===== src/rtl/mips_key_pkg.sv =====
// rtl/mips_key_pkg.sv - shared state encoding and counter sizing for the key debouncer
package mips_key_pkg;

    typedef enum logic [1:0] {
        KS_IDLE        = 2'd0,
        KS_DEB_PRESS   = 2'd1,
        KS_HELD        = 2'd2,
        KS_DEB_RELEASE = 2'd3
    } key_state_t;

    // One spare bit so the hold counter can park at LONG_CYCLES without wrapping.
    function automatic int cnt_width(input int deb, input int lng);
        int m;
        m = (deb > lng) ? deb : lng;
        return $clog2(m) + 1;
    endfunction

endpackage


===== src/rtl/mips_key_chan.sv =====
// rtl/mips_key_chan.sv - one key channel: synchroniser, debounce FSM, hold counter, event pulses
module mips_key_chan
    import mips_key_pkg::*;
#(
    parameter int DEB_CYCLES  = 16,
    parameter int LONG_CYCLES = 1024,
    parameter int ACTIVE_HIGH = 1,
    parameter int CW          = 12
) (
    input  logic clk,
    input  logic rst,
    input  logic key_in,
    output logic level,
    output logic press,
    output logic rel,
    output logic long_hit
);

    localparam logic [CW-1:0] DEB_LAST  = CW'(DEB_CYCLES - 1);
    localparam logic [CW-1:0] LONG_LAST = CW'(LONG_CYCLES - 1);
    localparam logic [CW-1:0] LONG_SAT  = CW'(LONG_CYCLES);

    logic          sync1;
    logic          sync2;
    logic          pressed_in;
    key_state_t    state;
    logic [CW-1:0] deb_cnt;
    logic [CW-1:0] hold_cnt;

    assign pressed_in = (ACTIVE_HIGH != 0) ? sync2 : ~sync2;

    always_ff @(posedge clk) begin
        if (rst) begin
            sync1    <= 1'b0;
            sync2    <= 1'b0;
            state    <= KS_IDLE;
            deb_cnt  <= '0;
            hold_cnt <= '0;
            level    <= 1'b0;
            press    <= 1'b0;
            rel      <= 1'b0;
            long_hit <= 1'b0;
        end else begin
            sync1    <= key_in;
            sync2    <= sync1;
            press    <= 1'b0;
            rel      <= 1'b0;
            long_hit <= 1'b0;
            case (state)
                KS_IDLE: begin
                    if (pressed_in) begin
                        state   <= KS_DEB_PRESS;
                        deb_cnt <= '0;
                    end
                end
                KS_DEB_PRESS: begin
                    if (!pressed_in) begin
                        state <= KS_IDLE;
                    end else if (deb_cnt == DEB_LAST) begin
                        state    <= KS_HELD;
                        level    <= 1'b1;
                        press    <= 1'b1;
                        hold_cnt <= '0;
                    end else begin
                        deb_cnt <= deb_cnt + 1'b1;
                    end
                end
                KS_HELD: begin
                    // hold_cnt is left untouched on the way out so a bounce back resumes it
                    if (!pressed_in) begin
                        state   <= KS_DEB_RELEASE;
                        deb_cnt <= '0;
                    end else if (hold_cnt == LONG_LAST) begin
                        long_hit <= 1'b1;
                        hold_cnt <= LONG_SAT;
                    end else if (hold_cnt < LONG_LAST) begin
                        hold_cnt <= hold_cnt + 1'b1;
                    end
                end
                KS_DEB_RELEASE: begin
                    if (pressed_in) begin
                        state <= KS_HELD;
                    end else if (deb_cnt == DEB_LAST) begin
                        state <= KS_IDLE;
                        level <= 1'b0;
                        rel   <= 1'b1;
                    end else begin
                        deb_cnt <= deb_cnt + 1'b1;
                    end
                end
                default: state <= KS_IDLE;
            endcase
        end
    end

endmodule


===== src/rtl/mips_key_debounce.sv =====
// rtl/mips_key_debounce.sv - multi-channel key debouncer with sticky event flags and interrupt
module mips_key_debounce
    import mips_key_pkg::*;
#(
    parameter int N_KEYS      = 2,
    parameter int DEB_CYCLES  = 16,
    parameter int LONG_CYCLES = 1024,
    parameter int ACTIVE_HIGH = 1
) (
    input  logic              clk,
    input  logic              rst,
    input  logic [N_KEYS-1:0] key_in,
    input  logic [N_KEYS-1:0] ev_clr,
    output logic [N_KEYS-1:0] key_level,
    output logic [N_KEYS-1:0] key_press,
    output logic [N_KEYS-1:0] key_release,
    output logic [N_KEYS-1:0] key_long,
    output logic [N_KEYS-1:0] ev_pending,
    output logic              irq
);

    localparam int CW = cnt_width(DEB_CYCLES, LONG_CYCLES);

    generate
        if (DEB_CYCLES < 1 || LONG_CYCLES <= DEB_CYCLES) begin : g_bad_params
            $error("mips_key_debounce: need DEB_CYCLES >= 1 and LONG_CYCLES > DEB_CYCLES");
        end
    endgenerate

    genvar i;
    generate
        for (i = 0; i < N_KEYS; i++) begin : g_chan
            mips_key_chan #(
                .DEB_CYCLES (DEB_CYCLES),
                .LONG_CYCLES(LONG_CYCLES),
                .ACTIVE_HIGH(ACTIVE_HIGH),
                .CW         (CW)
            ) u_chan (
                .clk     (clk),
                .rst     (rst),
                .key_in  (key_in[i]),
                .level   (key_level[i]),
                .press   (key_press[i]),
                .rel     (key_release[i]),
                .long_hit(key_long[i])
            );
        end
    endgenerate

    // A new event outranks a simultaneous clear so no event is lost.
    always_ff @(posedge clk) begin
        if (rst) begin
            ev_pending <= '0;
            irq        <= 1'b0;
        end else begin
            ev_pending <= (ev_pending & ~ev_clr) | key_press | key_release | key_long;
            irq        <= |ev_pending;
        end
    end

endmodule


===== config.mk =====
export PLATFORM = sky130hd
export DESIGN_NAME = mips_key_debounce
export DESIGN_NICKNAME = d
export VERILOG_FILES = /design/src/rtl/mips_key_pkg.sv /design/src/rtl/mips_key_chan.sv /design/src/rtl/mips_key_debounce.sv
export SDC_FILE = /design/constraint.sdc
export NUM_CORES = 1
export LEC_CHECK = 0
export ABC_CLOCK_PERIOD_IN_PS = 2530
export CAP_MARGIN = 20
export CORE_MARGIN = 3
export CORE_UTILIZATION = 35
export CTS_CLUSTER_DIAMETER = 120
export DETAILED_ROUTE_END_ITERATION = 8
export GPL_TIMING_DRIVEN = 0
export SYNTH_ARGS = -nofsm -noshare
export SYNTH_HDL_FRONTEND = slang
export SYNTH_HIERARCHICAL = 1
export SYNTH_SLANG_ARGS = --single-unit

===== constraint.sdc =====
create_clock -name clk -period 2.53 [get_ports clk]
set_input_delay 0.3795 -clock clk [delete_from_list [all_inputs] [get_ports clk]]
set_output_delay 0.3795 -clock clk [all_outputs]
set_load 0.005 [all_outputs]

==> results <==
- The global-route usage over all layers is 14.3%.
- The library cells used most frequently in the layout, excluding fill and tap cells, are sky130_fd_sc_hd__dfxtp_1, sky130_fd_sc_hd__nor2_1, sky130_fd_sc_hd__a21oi_1, sky130_fd_sc_hd__nand2_1.
- In this run the most critical hold path is launched from g_chan[1].u_chan/sync1.
- The CTS tree is built.
- The master cell of the clock root buffer is sky130_fd_sc_hd__clkbuf_8.
- The proportion of synthesized area in mux cells is 0.956%.
- Summing the areas of all compound-gate instances in the mapped netlist gives about a fifth of the synthesized area.
- The first global-routing pass estimated 12000 um of wire.
- Once placement completed, the tool counted placed cells totaling 480.
- The floorplan has 33 rows.
- The floorplan step set the die width to 101 um.
- After detailed placement, the total cell area comes to between 3000 and 4000 um2.
- After detailed routing, the number of remaining DRC violations is 0.
- The number of different library cells used by synthesis comes to 66.
- The number of cells upsized or downsized after cts is 0.
- After the last flow step, the layout net total stands at 396.
- The fraction of layout cells with a size suffix above 1 is 10.8%.
- The worst setup path is launched from a register.
- In this run the worst hold path is classified as reg2reg.
- Power comes to 1.91 mW.
- The congestion estimate from routability-driven global placement came to 0.838.
- During placement, the flow inserted port buffers numbering 16.
- Summing the areas of all fa, ha and maj instances in the mapped netlist gives 1.59% of the synthesized area.
- The area growth from synthesis to layout is 15.2%.
- After detailed routing, the average wire length per cell comes to 13.9 um.
- The routed layout has 2747 vias.
- For flop-to-flop paths, the worst setup slack is 0.48 ns.
- The dominant combinational cell family by area after synthesis is simple AND/OR/NAND/NOR gates.
- The finished cells cover 3620 um2.
- Across the run, the number of max-cap violations was 0.
- Summed over all nets, the switching power comes to 430 uW.
- The finished layout holds about 500 standard cells, fillers aside.
- 0 antenna diodes ended up in the layout.
- Data arrives at the worst endpoint at about 2.3 ns.
- The internal portion of the total power is ~1.5 mW.
- After clock tree synthesis, the flow added hold-fix buffers numbering 0.
- The destination of the worst register-to-register timing path is g_chan[0].u_chan/hold_cnt[7].
- The count of endpoints failing hold in the final timing report is 0.
- The max-slew violation count is 0.
- For the worst setup path, the data required time is 2.77 ns.
- The transition time at the pin with the least slew margin is 0.710 ns.
- In this run, synthesis produced a sequential element count of 63.
- Counting flops with an async set or reset pin after synthesis yields a share of 0%.
- Summed over all cells, the static leakage comes to about 1.2 nW.
- STA classifies the critical path endpoint as a register.
- For this run, the leading register cell type out of synthesis is sky130_fd_sc_hd__dfxtp_1.
- For this run, the register share of the synthesized area comes to 40.1%.
- Once the clock tree was built, the setup fixing pass inserted 0 buffers.
- The area of the core region is 8460 um2.
- VDD sags by at most 314 uV.
- The wire length after detailed routing is 6860 um.
- In this run the remaining antenna-violating nets after routing total 0.
- The worst register-to-register path has a depth of 6.
- The total nets after synthesis is 369.
- The estimated wirelength of the detail-placed design is 4910 um.
- The areal power density over the cells is roughly 530 nW/um2.
- In this run the tightest slew margin relative to its limit is a little over half.
- The routed design could run at a clock period as short as 2.05 ns.
- For this run, the top clock speed supported by timing is between 0.4 and 0.5 GHz.
- For hold timing, the worst endpoint is g_chan[1].u_chan/pressed_in.
- The count of synthesis-stage warnings from yosys is 6.
- The number of top-level design ports is 17.
- The startpoint identified for the worst register-to-register timing path is g_chan[0].u_chan/hold_cnt[0].
- The critical path is of the reg2reg type.
- The clock edge transition at the registers on the reported setup and hold paths is 0.07 ns.
- The final worst clock skew is 0.00810 ns.
- The number of detailed-route iterations in the first pass is 4.
- The floorplan step defined a die boundary enclosing a little over 10000 um2.
- The maximum clock insertion buffer count is 2.
- The final critical path takes up roughly 81% of the cycle.
- Entering global routing, the biggest net connects 12 pins.
- The number of enable-type register cells in the synthesized netlist is 0.
- The fraction of power consumed by the clock network is 43.6%.
- The number of global-route vias before repair was 2614.
- The number of antenna violations at the first check in global routing is 0.
- The switching portion of total power is 22.6%.
- Registers are responsible for 52.6% of the overall power.
- The fraction of the mapped netlist area in simple logic gates is 29.5%.
- Of the total synthesized cell area, the portion taken by XOR and XNOR cells is 3.35%.
- The post-detailed-route via-to-cell ratio is between 5 and 6.
- Setup violations remaining at the end of the flow were counted as 0.
- The cell depth of the worst min-delay path is 1.
- The cell area that synthesis handed to floorplanning was 3140 um2.
- Synthesis produced a netlist whose cell count is around 360.
- CTS built an H-tree with a depth of 3.
- The number of clock buffers added by TritonCTS is 9.
- The clock net sink count is 63.
- At the later pin of the worst-skew pair, clock insertion delay measures 0.34 ns.
- The run finished with clean final reports.
- The part of the total power dissipated in combinational logic is 3.8%.
- Measured along the y axis, the die boundary spans about 100 um.
- Setup repair after global routing left no endpoint under its margin.
- The library cell used most frequently in the layout, excluding fill and tap cells, is sky130_fd_sc_hd__dfxtp_1.
- Counting the fill cells in the layout gives 825.
- The detailed router finished its first iteration with 95 violations.
- In this run the worst path has a maximum fanout of 8.
- The initial cell density of the core is 37.1%.
- The total overflow left after global routing is 0.
- The per-instance average area after synthesis is 8.75 um2.
- After routing, the total negative slack on setup checks comes to 0 ns.
## power groups by stage
stage / logic [mW] / registers [mW] / clock network [mW]
2_1_floorplan: 0.0408 / 1.03 / 0
3_3_place_gp: 0.0721 / 1.03 / 0
3_5_place_dp: 0.0730 / 1.03 / 0
4_1_cts: 0.0733 / 1.00 / 0.865
5_1_grt: 0.0806 / 1.00 / 0.906
6_report: 0.0721 / 1.00 / 0.832
## registers in the layout, indices dropped and copies added, names as in the netlist, named ones only
register                  cells
ev_pending                    2
g_chan.u_chan/deb_cnt        22
g_chan.u_chan/hold_cnt       22
g_chan.u_chan/level           2
g_chan.u_chan/long_hit        2
g_chan.u_chan/press           2
g_chan.u_chan/pressed_in      2
g_chan.u_chan/rel             2
g_chan.u_chan/state           2
g_chan.u_chan/sync1           2
irq                           1
## cell usage after synthesis (all sizes together) (5+ instances only)
| library cell | number | area share, % |
|---|---|---|
| dfxtp | 63 | 40 |
| nor2 | 30 | 3.6 |
| a21oi | 25 | 4.0 |
| nand2 | 25 | 3.0 |
| o21ai | 18 | 3.0 |
| inv | 16 | 1.9 |
| nand4 | 16 | 3.4 |
| or3 | 16 | 3.2 |
| nand3 | 15 | 2.5 |
| nor3 | 12 | 2.3 |
| buf | 9 | 2.2 |
| o32ai | 8 | 2.2 |
| xor2 | 8 | 2.2 |
| and3 | 7 | 1.4 |
| clkbuf | 6 | 0.76 |
| nor2b | 6 | 1.2 |
| a22oi | 5 | 1.2 |
| nand2b | 5 | 1.0 |
## critical path, stage by stage, from the launching register on
cell and delay (ns):
sky130_fd_sc_hd__dfxtp_1 0.38, sky130_fd_sc_hd__ha_1 0.23, sky130_fd_sc_hd__nand3_2 0.17, sky130_fd_sc_hd__nor3_1 0.47, sky130_fd_sc_hd__o311a_1 0.23, sky130_fd_sc_hd__nand2_1 0.15
sky130_fd_sc_hd__o32ai_1 0.31
## metal layers
layer / track usage (%) / part of all wire (%) / vias up
met5: 0 / 0 / -
met4: 4.25 / 0.95 / 0
met3: 4.15 / 3.3 / 9
met2: 23.4 / 47 / 34
met1: 18.3 / 49 / 1297
li1: - / - / 1407
## through the flow
stage,utilization [%],hold WS (ns),setup WS (ns)
2_1_floorplan,-,0.414,0.696
3_3_place_gp,40.6,0.419,0.135
3_5_place_dp,40.6,0.438,0.118
4_1_cts,42.8,0.453,0.465
5_1_grt,42.8,0.464,0.226
6_report,42.8,0.452,0.483
## area by class of cell
cell class | instances | area, um2 | share of cell area, %
Multi-Input combinational cell | 265 | 1730 | 47.7
Sequential cell | 63 | 1260 | 34.8
Timing Repair Buffer | 16 | 160 | 4.42
Tap cell | 105 | 131 | 3.63
Clock buffer | 9 | 124 | 3.42
Buffer | 15 | 92.6 | 2.56
Clock inverter | 6 | 62.6 | 1.73
Inverter | 16 | 60.1 | 1.66
## kinds of logic (layout without fill, tap and decap cells)
| logic type | Yosys count | count (layout) |
|---|---|---|
| simple gates | 158 | 158 |
| buf+inv | 31 | 62 |
| compound gates | 88 | 88 |
| mux | 3 | 3 |
| flops | 63 | 63 |
| xor+xnor | 12 | 12 |
| fa+ha+maj | 4 | 4 |
## worst max-delay path by stage
stage,start,endpoint,cells after the start
final,g_chan[0].u_chan/hold_cnt[0],g_chan[0].u_chan/hold_cnt[7],6
after global routing,g_chan[0].u_chan/deb_cnt[0],g_chan[0].u_chan/hold_cnt[2],8
after CTS,g_chan[0].u_chan/deb_cnt[0],g_chan[0].u_chan/hold_cnt[2],8
after detailed placement,rst,g_chan[0].u_chan/deb_cnt[3],5
after global placement,rst,g_chan[0].u_chan/deb_cnt[3],5
after floorplan,g_chan[0].u_chan/hold_cnt[0],g_chan[0].u_chan/hold_cnt[5],6
Power figures use the tool's default switching activity.
